### config.mk
export PLATFORM = sky130hd
export DESIGN_NAME = sorted_array_writer
export DESIGN_NICKNAME = d
export VERILOG_FILES = /design/src/rtl/sorted_array_writer.sv
export SDC_FILE = /design/constraint.sdc
export NUM_CORES = 1
export LEC_CHECK = 0
export CAP_MARGIN = 20
export CORE_MARGIN = 4
export CORE_UTILIZATION = 40
export DETAILED_ROUTE_END_ITERATION = 6
export HOLD_SLACK_MARGIN = 0.02
export PLACE_DENSITY = 0.61
export SETUP_SLACK_MARGIN = 0.1
export SLEW_MARGIN = 20
export SYNTH_ARGS = -nofsm -noshare
export SYNTH_HDL_FRONTEND = slang
export SYNTH_SLANG_ARGS = --single-unit
### constraint.sdc
create_clock -name clk -period 5.7 [get_ports clk]
set_clock_uncertainty 0.2 [all_clocks]
set_input_delay 0.855 -clock clk [delete_from_list [all_inputs] [get_ports clk]]
set_output_delay 0.855 -clock clk [all_outputs]
set_load 0.005 [all_outputs]
### src/rtl/sorted_array_writer.sv
// ---------------------------------------------------------------------------
// sorted_array_writer
//   Maintains an ascending-sorted array in a DEPTH x WIDTH synchronous RAM.
//   Values arrive one at a time on a valid/ready handshake and are placed by
//   insertion sort: entries larger than the new value are shifted up one slot,
//   walking down from the top, and the new value is written into the gap.
//   Equal values land after existing duplicates (stable insertion).
//   A search-side read port reads the RAM whenever the block is idle.
//
// Ports
//   clk        in   1      clock, all state updates on posedge
//   reset      in   1      synchronous, active-high
//   i_in_valid in   1      producer offers i_in_data
//   i_in_data  in   WIDTH  value to insert
//   o_in_ready out  1      value accepted this cycle when i_in_valid is high
//   i_clear    in   1      empty the array (idle only)
//   i_rd_addr  in   AW     search-side read address
//   o_rd_data  out  WIDTH  mem[i_rd_addr], one cycle after the address
//   o_count    out  CW     number of valid entries (slots 0..count-1)
//   o_full     out  1      count == DEPTH
//   o_busy     out  1      insertion in progress
//   o_ins_done out  1      one-cycle pulse when an insertion finishes
//   o_ins_addr out  AW     slot of the most recently inserted value
// ---------------------------------------------------------------------------
module sorted_array_writer #(
    parameter int WIDTH = 8,
    parameter int DEPTH = 32,
    parameter int AW    = $clog2(DEPTH),
    parameter int CW    = $clog2(DEPTH + 1)
) (
    input  logic             clk,
    input  logic             reset,
    input  logic             i_in_valid,
    input  logic [WIDTH-1:0] i_in_data,
    output logic             o_in_ready,
    input  logic             i_clear,
    input  logic [AW-1:0]    i_rd_addr,
    output logic [WIDTH-1:0] o_rd_data,
    output logic [CW-1:0]    o_count,
    output logic             o_full,
    output logic             o_busy,
    output logic             o_ins_done,
    output logic [AW-1:0]    o_ins_addr
);

    typedef enum logic [2:0] {
        ST_IDLE = 3'd0,
        ST_RD   = 3'd1,
        ST_WT   = 3'd2,
        ST_CMP  = 3'd3,
        ST_WR   = 3'd4,
        ST_DONE = 3'd5
    } state_t;

    localparam logic [CW-1:0] C_ONE  = {{(CW-1){1'b0}}, 1'b1};
    localparam logic [AW-1:0] A_ONE  = {{(AW-1){1'b0}}, 1'b1};
    localparam logic [AW-1:0] A_ZERO = {AW{1'b0}};
    localparam logic [CW-1:0] C_ZERO = {CW{1'b0}};

    logic [WIDTH-1:0] r_mem [DEPTH];
    logic [WIDTH-1:0] r_q;
    state_t           r_state;
    logic [CW-1:0]    r_count;
    logic [AW-1:0]    r_i;
    logic [AW-1:0]    r_pos;
    logic [WIDTH-1:0] r_val;
    logic [AW-1:0]    r_ins_addr;
    logic             r_busy;
    logic             r_ins_done;

    logic             w_full;
    logic             w_in_ready;
    logic             w_accept;
    logic             w_shift;
    logic             w_we;
    logic [AW-1:0]    w_waddr;
    logic [WIDTH-1:0] w_wdata;
    logic [AW-1:0]    w_raddr;
    logic [AW-1:0]    w_i_init;

    assign w_full     = (r_count == CW'(DEPTH));
    assign w_in_ready = (r_state == ST_IDLE) && !w_full && !i_clear;
    assign w_accept   = i_in_valid && w_in_ready;
    // Top occupied slot; only used when count != 0, so no underflow matters.
    assign w_i_init   = AW'(r_count - C_ONE);
    // In CMP the RAM output is mem[i]; a larger entry moves up one slot.
    assign w_shift    = (r_state == ST_CMP) && (r_q > r_val);

    // Write-port and read-address selection; the insertion walk owns the read port while busy.
    always_comb begin
        w_we    = 1'b0;
        w_waddr = r_pos;
        w_wdata = r_val;
        if (w_shift) begin
            w_we    = 1'b1;
            w_waddr = r_i + A_ONE;
            w_wdata = r_q;
        end else if (r_state == ST_WR) begin
            w_we    = 1'b1;
            w_waddr = r_pos;
            w_wdata = r_val;
        end else begin
            w_we    = 1'b0;
        end
        if (r_state == ST_IDLE) begin
            w_raddr = i_rd_addr;
        end else begin
            w_raddr = r_i;
        end
    end

    // Synchronous RAM: one write port, one registered read port; contents never reset.
    always_ff @(posedge clk) begin
        if (w_we) begin
            r_mem[w_waddr] <= w_wdata;
        end
        r_q <= r_mem[w_raddr];
    end

    // Insertion controller with registered status outputs.
    always_ff @(posedge clk) begin
        if (reset) begin
            r_state    <= ST_IDLE;
            r_count    <= C_ZERO;
            r_i        <= A_ZERO;
            r_pos      <= A_ZERO;
            r_val      <= {WIDTH{1'b0}};
            r_ins_addr <= A_ZERO;
            r_busy     <= 1'b0;
            r_ins_done <= 1'b0;
        end else begin
            case (r_state)
                ST_IDLE: begin
                    r_ins_done <= 1'b0;
                    if (i_clear) begin
                        r_count <= C_ZERO;
                    end else if (w_accept) begin
                        r_val  <= i_in_data;
                        r_busy <= 1'b1;
                        if (r_count == C_ZERO) begin
                            r_pos   <= A_ZERO;
                            r_state <= ST_WR;
                        end else begin
                            r_i     <= w_i_init;
                            r_state <= ST_RD;
                        end
                    end else begin
                        r_state <= ST_IDLE;
                    end
                end
                ST_RD: begin
                    r_state <= ST_WT;
                end
                ST_WT: begin
                    r_state <= ST_CMP;
                end
                ST_CMP: begin
                    if (r_q > r_val) begin
                        if (r_i == A_ZERO) begin
                            r_pos   <= A_ZERO;
                            r_state <= ST_WR;
                        end else begin
                            r_i     <= r_i - A_ONE;
                            r_state <= ST_RD;
                        end
                    end else begin
                        // Stop at the first entry <= val: duplicates stay ahead of the new value.
                        r_pos   <= r_i + A_ONE;
                        r_state <= ST_WR;
                    end
                end
                ST_WR: begin
                    r_count    <= r_count + C_ONE;
                    r_ins_addr <= r_pos;
                    r_ins_done <= 1'b1;
                    r_state    <= ST_DONE;
                end
                ST_DONE: begin
                    r_ins_done <= 1'b0;
                    r_busy     <= 1'b0;
                    r_state    <= ST_IDLE;
                end
                default: begin
                    r_ins_done <= 1'b0;
                    r_busy     <= 1'b0;
                    r_state    <= ST_IDLE;
                end
            endcase
        end
    end

    assign o_in_ready = w_in_ready;
    assign o_rd_data  = r_q;
    assign o_count    = r_count;
    assign o_full     = w_full;
    assign o_busy     = r_busy;
    assign o_ins_done = r_ins_done;
    assign o_ins_addr = r_ins_addr;

endmodule

==> run summary, run 1 <==
Placed cell areas: 0.0135 mm²
Data arrival, critical path: 4.00 ns
Design area: 0.0144 mm²
Crit path from: r_val[7]
Period minus WS final: 4.03 ns
Vias post-DR: 8242
Top-count cell post-synth: edfxtp_1
Syn Nets: 1029
CP Cell Sequence: inv_1 -> ha_1 -> nand4_1 -> or2_1 -> and3_1 -> nor2_1 -> a31oi_1 -> nor2_1
CTS clock-pin slew for the worst setup and hold paths: 0.07 ns
Number of synthesized flops with an enable pin: 256
Syn Std Cell Area: 0.0127 mm²
TritonCTS clock tree: built
Yosys Warn Count: 0
RR Endpoint: r_mem[27][1]
Finished Layout Cells: 1456
Yosys top cell area share: 60.6%
Crit path max fanout: 15
Antenna-violating nets left: 0
Worst path most repeated cell: nor2_1
Drt total wl: 32200 µm
Detailed Route Iter0 Violations: 933
Clock root cell: clkbuf_16
Port Buffers: 39
Final #Nets: 1066
Worst r2r src: r_val[7]
RSZ-0062 raised after global routing: no
Startpoint types: register
FMAX: 248 MHz
Core Util, Final: 46.7%
Drc violations: 0
Total Neg Setup Slack: 0 ns
CP Class: reg -> reg
Worst setup endpoint: r_mem[27][1]
Asr flop ratio synth: 0%
IO Pins: 40
Fillers: 2733
Leakage: 4.97 nW
Share of cells above drive strength 1: 10.0%
Final worst setup slack: 1.67 ns
Place WS: 1.58 ns
Worst Tran Pin Value: 1.16 ns
Largest net degree at the start of global routing: 72
Status: completed
Initial Util: 41.0%
Synthesized area per cell: 12.7 µm²
CP max stage delay: 0.83 ns
Yosys cell types: 66
Max Slew Vio Count: 0
Die width: 186 µm
Hold WC Path Type: reg -> reg
Initial antenna violation count: 0
Cells after DPL: 1400
Pre-Repair DR Iteration Count: 5
First-pass GRT wire length: 48800 µm
GP Congestion: 0.825
HPWL Detailed: 20900 µm
# setup viols final: 0
CP required: 5.67 ns
Sequential area share after synthesis: 67.3%
CTS Sinks: 298
Core area: 0.0309 mm²
Crit path buf inv count: 1
Post-synthesis cell count: 999
Antenna cells: 0
GRT Util Overall: 18.5%
Die H: 186 µm
Synth Register Bits: 298
Num CTS Buffers: 30
Worst skew pair latency: 0.55 ns
Post_cts resized: 0
FP Rows: 64
Crit. End Element: register
Largest cells by area after synthesis: edfxtp_1 (61%), dfxtp_1 (6.6%), nand2_1 (6.4%), mux2i_1 (2.7%), nand3_1 (2.0%)
Post-DR wirelength/cell: 22.1 µm
Main synth FF type: edfxtp_1
Post-CTS Repair Setup Buffers: 0
Synthesis-to-finish area growth: 13.9%
Final worst-path cycle share: 70.7%
Reg2Reg Setup Slack: 1.67 ns
CP delay by family, top: simple AND/OR/NAND/NOR gates
Synth area leader: edfxtp_1
Total stage count of the critical path: 8
Die Area: 0.0346 mm²
PD cells: 341 mW/mm²
Hold Fails Final Rpt: 0
Hold-fix buffers, CTS: 0
Top cells by count, synth: edfxtp_1 (256), nand2_1 (215), nand3_1 (50)
Pwr Total: 4.93 mW
Htree depth: 1
Max-cap viol count: 0
DR vias/cell: 5.66
Rel. slew slack: 22.5%
Worst vdd ir: 189 µV
Worst reg2reg path depth: 8
Number of global-route vias before repair: 7800
Overflow after GRT: 0
Crit-path slowest cell: nor2_1
Clock buffer depth: 3
Hold WS: 0.257 ns
==> cell families (layout without fill, tap and decap cells) <==
logic type	Yosys count	after routing	synth area share, %
compound gates	159	159	8.65
xor+xnor	8	8	0.553
fa+ha+maj	13	13	1.28
buf+inv	70	131	2.90
flops	298	298	67.3
mux	45	45	4.51
simple gates	406	406	14.8
==> power breakdown <==
part	switching, mW	leakage, nW	internal, mW
combinational	0.371	1.78	0.203
clock	0.802	0.475	1.13
sequential	0.0262	2.71	2.40
total	1.20	4.97	3.73
==> worst reg2reg max path, delay by kind of cell, from the launching register on <==
kind / cells / cell delay [ns]
and+or+nand+nor: 5 / 2.34
DFF: 1 / 0.34
buffers and inverters: 1 / 0.07
adders and majority gates: 1 / 0.31
AOI/OAI and AO/OA: 1 / 0.38
==> state kept, by name, indices dropped and copies added (netlist names) <==
| name | count |
|---|---|
| o_ins_addr | 5 |
| r_val | 8 |
| o_count | 6 |
| r_i | 5 |
| r_mem | 256 |
| o_busy | 1 |
| r_state | 3 |
| o_rd_data | 8 |
| r_pos | 5 |
| o_ins_done | 1 |
==> layer usage <==
| metal | wire, µm | track usage, % |
|---|---|---|
| met1 | 14200 | 26.9 |
| met2 | 15300 | 29.7 |
| met3 | 1980 | 2.66 |
| met4 | 666 | 4.28 |
| met5 | 0 | 0 |
==> final cells by class <==
class | instances | area (µm²) | share of cell area (%)
inverter | 20 | 75.1 | 0.520
multi-input combinational | 631 | 3860 | 26.8
sequential | 298 | 8530 | 59.1
tap | 396 | 495 | 3.43
timing repair buffer | 55 | 505 | 3.50
clock inverter | 19 | 170 | 1.18
clock buffer | 37 | 798 | 5.53
==> layout by cell type, fill, tap and decap left out, types with 17 or more instances in the layout <==
| cell type | count |
|---|---|
| edfxtp_1 | 256 |
| nand2_1 | 215 |
| nand3_1 | 50 |
| nor2_1 | 49 |
| dfxtp_1 | 42 |
| clkdlybuf4s50_1 | 38 |
| a21oi_1 | 33 |
| mux2i_1 | 33 |
| a31oi_1 | 33 |
| clkbuf_16 | 31 |
| a32oi_1 | 24 |
| and3_1 | 21 |
| inv_1 | 19 |
| nor3_1 | 17 |
==> worst min path at each step <==
stage	to	depth (start not counted)	slack [ns]	from
after floorplan	o_busy	2	0.25	o_busy
after global placement	o_busy	2	0.25	o_busy
after detailed placement	o_busy	2	0.25	o_busy
after CTS	o_busy	2	0.26	o_busy
after global routing	o_ins_addr[3]	2	0.30	o_ins_addr[3]
final	o_busy	2	0.26	o_busy
No activity file was read; power rests on OpenSTA's default activity.
==> inputs of run 2 (changes only) <==
--- a/config.mk
+++ b/config.mk
@@ -10,7 +10,7 @@
 export CORE_UTILIZATION = 40
 export DETAILED_ROUTE_END_ITERATION = 6
 export HOLD_SLACK_MARGIN = 0.02
-export PLACE_DENSITY = 0.61
+export PLACE_DENSITY = 0.63
 export SETUP_SLACK_MARGIN = 0.1
 export SLEW_MARGIN = 20
 export SYNTH_ARGS = -nofsm -noshare
==> constraint.sdc (replaced) <==
create_clock -name clk -period 3.3 [get_ports clk]
set_clock_uncertainty 0.2 [all_clocks]
set_input_delay 0.495 -clock clk [delete_from_list [all_inputs] [get_ports clk]]
set_output_delay 0.495 -clock clk [all_outputs]
set_load 0.005 [all_outputs]
==> run 2 against run 1 <==
Effect of this change: final cell count up 4.2%; maximum frequency rose by 30%; sequential share of layout area decreased by 2.2 points; critical path type unchanged.
==> run summary, run 2 (synthesis gave the netlist of run 1 again) <==
CP delay by family, top: simple AND/OR/NAND/NOR gates
Worst vdd ir: 356 µV
Detailed Route Iter0 Violations: 786
RSZ-0062 raised after global routing: no
Most flops, register: r_mem
Finished Layout Cells: 1517
Drc violations: 0
Die H: 186 µm
# setup viols final: 0
Num CTS Buffers: 30
FMAX: 322 MHz
Met1 GRT Util: 26.9%
Crit path buf inv count: 1
CTS Sinks: 298
Crit path max fanout: 40
Max-cap viol count: 0
Die Area: 0.0346 mm²
Hold WC Path Type: reg -> reg
Die width: 186 µm
Place WS: 0.0780 ns
CP max stage delay: 0.56 ns
Share of cells above drive strength 1: 14.5%
Drt total wl: 33100 µm
Final worst setup slack: 0.199 ns
GRT Util Overall: 19.0%
First-pass GRT wire length: 50000 µm
Data arrival, critical path: 3.32 ns
Final #Nets: 1136
Worst Tran Pin Value: 0.720 ns
Rel. slew slack: 52.0%
FP Rows: 64
CP Cell Sequence: nor3_4 -> mux2_4 -> buf_12 -> mux2i_1 -> a32oi_1 -> o2111ai_1 -> nor4_2
TritonCTS clock tree: built
Commonest non-fill, non-tap cells in the layout: edfxtp_1 (256), nand2_1 (215), buf_4 (75), nand3_1 (50), nor2_1 (48)
Worst skew pair latency: 0.55 ns
Fillers: 2681
Port Buffers: 39
Initial Util: 41.0%
Cells after DPL: 1470
Number of global-route vias before repair: 8248
Startpoint types: register
Crit. End Element: register
Vias post-DR: 8603
Clock root cell: clkbuf_16
Period minus WS final: 3.10 ns
Crit-path slowest cell: nor3_4
Core Util, Final: 48.5%
Pre-Repair DR Iteration Count: 6
CP Class: reg -> reg
Number of flip-flops in the largest register: 256
Htree depth: 1
Met3 Usage GRT: 3.15%
Hold-fix buffers, CTS: 0
IO Pins: 40
Synthesis-to-finish area growth: 18.2%
DR vias/cell: 5.67
M2 GR Usage: 30.4%
PD cells: 559 mW/mm²
CP required: 3.52 ns
CTS clock-pin slew for the worst setup and hold paths: 0.06 ns
Most common cell after layout, fill and taps aside: edfxtp_1
Overflow after GRT: 0
Total Neg Setup Slack: 0 ns
Pwr Total: 8.38 mW
HPWL Detailed: 22400 µm
Hold Fails Final Rpt: 0
Largest net degree at the start of global routing: 41
Antenna cells: 0
Post-DR wirelength/cell: 21.8 µm
Status: completed
Clock buffer depth: 3
Leakage: 5.31 nW
GP Congestion: 0.914
Final worst-path cycle share: 94.0%
Initial antenna violation count: 0
Max Slew Vio Count: 0
Busiest grt layer: met2
Core area: 0.0309 mm²
Antenna-violating nets left: 0
Post-CTS Repair Setup Buffers: 0
==> run 2: cell types whose count changed in the layout (fill, tap and decap cells not counted), sizes merged <==
cell / before / now
clkinvlp: 2 / 0
bufinv: 3 / 1
clkbuf: 37 / 42
buf: 17 / 86
clkinv: 15 / 5
clkdlybuf4s50: 38 / 39
==> run 2: path summary, 6_finish.rpt <==
check                     start            end  slack, ns  cells after the start
hold / removal    o_ins_addr[0]  o_ins_addr[0]       0.26                      2
setup / recovery     r_state[2]   o_rd_data[7]       0.20                      7
setup reg to reg     r_state[2]   o_rd_data[7]       0.20                      7
hold reg to reg   o_ins_addr[0]  o_ins_addr[0]       0.26                      2
==> run 2: power by group <==
| group | internal (mW) | switching [mW] |
|---|---|---|
| combinational | 0.432 | 0.663 |
| sequential | 4.14 | 0.0445 |
| clock | 1.77 | 1.33 |
==> run 2: through the flow <==
stage | cell area [µm²] | hold WS (ns)
after global placement | 14100 | 0.246
after floorplan | 12700 | 0.252
after global routing | 15000 | 0.274
after CTS | 15000 | 0.261
after detailed placement | 14100 | 0.253
final | 15000 | 0.258
==> run 2: routing by layer <==
metal	share of wire [%]	up-vias
li1	-	3951
met1	44	4254
met2	47	325
met3	6.2	73
met4	3.1	0
met5	0	-
==> run 2: tightest hold or removal path, delay by kind of cell (launching register included) <==
kind	cells	cell delay (ns)
DFF	1	0.31
and+or+nand+nor	1	0.05
AOI/OAI and AO/OA	1	0.05
==> run 2: area by class of cell <==
type	instances	area [µm²]	share of cell area, %
clock buffer	42	817	5.45
sequential	298	8530	56.9
multi-input combinational	631	3850	25.7
inverter	20	75.1	0.501
tap	396	495	3.30
timing repair buffer	125	1170	7.83
clock inverter	5	48.8	0.325
==> run 2: what timing repair did <==
item	in CTS	in global routing
pin swaps	0	0
endpoints found under the setup margin	16	32
gates resized for setup	1	4
==> inputs of run 3 (changes only) <==
--- a/config.mk
+++ b/config.mk
@@ -10,7 +10,7 @@
 export CORE_UTILIZATION = 40
 export DETAILED_ROUTE_END_ITERATION = 6
 export HOLD_SLACK_MARGIN = 0.02
-export PLACE_DENSITY = 0.63
+export PLACE_DENSITY_LB_ADDON = 0.25
 export SETUP_SLACK_MARGIN = 0.1
 export SLEW_MARGIN = 20
 export SYNTH_ARGS = -nofsm -noshare
==> constraint.sdc (replaced) <==
create_clock -name clk -period 3.3 [get_ports clk]
set_clock_uncertainty 0.2 [all_clocks]
set_input_delay 0.495 -clock clk [delete_from_list [all_inputs] [get_ports clk]]
set_output_delay 0.495 -clock clk [all_outputs]
set_load 0.1 [all_outputs]
==> run 3 against run 2 <==
Effect of this change: power up 7.3%; die area is the same; via count fell by 1.7%; sequential share of layout area down 0.68 points; first-iteration DRC count increased by 5.0%; setup slack lost 0.039 ns; final cell count is the same; wire length about the same; combinational power grew 24%; non-clock buffer count down 8; global-route usage up 0.19 points; register-to-register slack worse by 0.04 ns; highest routed layer unchanged.
==> run summary, run 3 (synthesis gave the netlist of run 1 again) <==
Commonest non-fill, non-tap cells in the layout: edfxtp_1 (256), nand2_1 (215), buf_4 (84), nand3_1 (50), nor2_1 (40)
Clock buffer depth: 3
CP required: 3.40 ns
GP Congestion: 0.872
Data arrival, critical path: 3.24 ns
Max Slew Vio Count: 0
Clock root cell: clkbuf_16
Crit-path slowest cell: dfxtp_1
Leakage: 5.39 nW
Total Neg Setup Slack: 0 ns
Most flops, register: r_mem
CP Class: reg -> reg
Drt total wl: 33100 µm
Vias post-DR: 8457
Initial Util: 41.0%
Overflow after GRT: 0
CTS Sinks: 298
Worst r2r src: r_val[7]
First-pass GRT wire length: 50600 µm
Post-Route M1 WL: 14700 µm
Core area: 0.0309 mm²
Hold WS: 0.262 ns
Post-DR wirelength/cell: 21.8 µm
Largest net degree at the start of global routing: 43
IO Pins: 40
Detailed Route Iter0 Violations: 825
DR vias/cell: 5.57
Design area: 0.0152 mm²
Port Buffers: 39
Core Util, Final: 49.2%
Rel. slew slack: 57.8%
FP Rows: 64
Number of flip-flops in the largest register: 256
Most common cell after layout, fill and taps aside: edfxtp_1
Worst skew pair latency: 0.56 ns
Worst Tran Pin Value: 0.630 ns
Pre-Repair DR Iteration Count: 5
Hold Startpoint: o_busy
PD cells: 592 mW/mm²
Status: completed
Crit path from: r_val[7]
RSZ-0062 raised after global routing: yes
Crit path max fanout: 8
Startpoint types: register
CP Cell Sequence: inv_1 -> ha_4 -> nand4_1 -> or2_1 -> and3_1 -> or2_1 -> buf_4 -> and3_1 -> a31oi_2 -> nor2_1 -> buf_4
Die H: 186 µm
Synthesis-to-finish area growth: 19.9%
Max-cap viol count: 0
Final #Nets: 1128
Hold-fix buffers, CTS: 0
Antenna cells: 0
Crit. End Element: register
Number of global-route vias before repair: 8193
FMAX: 318 MHz
Share of cells above drive strength 1: 20.0%
CTS clock-pin slew for the worst setup and hold paths: 0.06 ns
# setup viols final: 0
Num CTS Buffers: 30
Placed cell areas: 0.0141 mm²
Cells after DPL: 1461
Finished Layout Cells: 1517
Antenna-violating nets left: 0
Drc violations: 0
Metal2 WL: 15800 µm
GRT Util Overall: 19.2%
TritonCTS clock tree: built
Met3 Wirelength: 1880 µm
Die width: 186 µm
Final worst-path cycle share: 95.1%
CP max stage delay: 0.33 ns
HPWL Detailed: 22200 µm
Htree depth: 1
Worst vdd ir: 361 µV
Hold WC Path Type: reg -> reg
Die Area: 0.0346 mm²
Hold Fails Final Rpt: 0
Top sig layer: met4
Reg2Reg Setup Slack: 0.16 ns
Period minus WS final: 3.14 ns
Initial antenna violation count: 0
## run 3: worst paths after layout
check | endpoint | cells after the start
setup reg to reg | r_mem[9][2] | 11
hold / removal | o_busy | 2
hold reg to reg | o_busy | 2
setup / recovery | r_mem[9][2] | 11
## run 3: where the power goes
part           switching (mW)  total [mW]  internal [mW]
sequential             0.0474        4.19           4.15
combinational           0.925        1.36          0.437
clock                    1.42        3.44           2.02
## run 3: layout make-up
type | count | area (µm²)
flip-flops and latches | 298 | 8550
inverters | 20 | 75.1
repair buffers | 117 | 1110
well taps | 396 | 495
multi-input cells | 631 | 3990
fillers | 2687 | 15700
clock buffers | 36 | 795
clock inverters | 19 | 196
## run 3: critical path: cells and delay by family (launching register included)
kind	cells	cell delay, ns
AOI/OAI and AO/OA	1	0.32
adders and majority gates	1	0.28
buffers and inverters	3	0.48
DFF	1	0.33
and+or+nand+nor	6	1.26
## run 3: layer usage
layer,vias up,track usage (%)
met3,41,2.46
met1,4215,27.3
met4,0,4.66
met2,253,31.5
met5,-,0
li1,3948,-
## run 3: metrics by stage
stage | setup WS, ns | total power [mW]
floorplan | -0.0826 | 5.14
global placement | 0.0640 | 5.62
detailed placement | 0.0453 | 5.63
CTS | 0.0601 | 9.05
global route | 0.00474 | 9.31
finish | 0.160 | 9.00
## run 3: timing repair
action | in CTS | in global routing
pin swaps | 0 | 2
endpoints found under the setup margin | 57 | 240
resized for setup | 6 | 21
setup buffers | 0 | 1
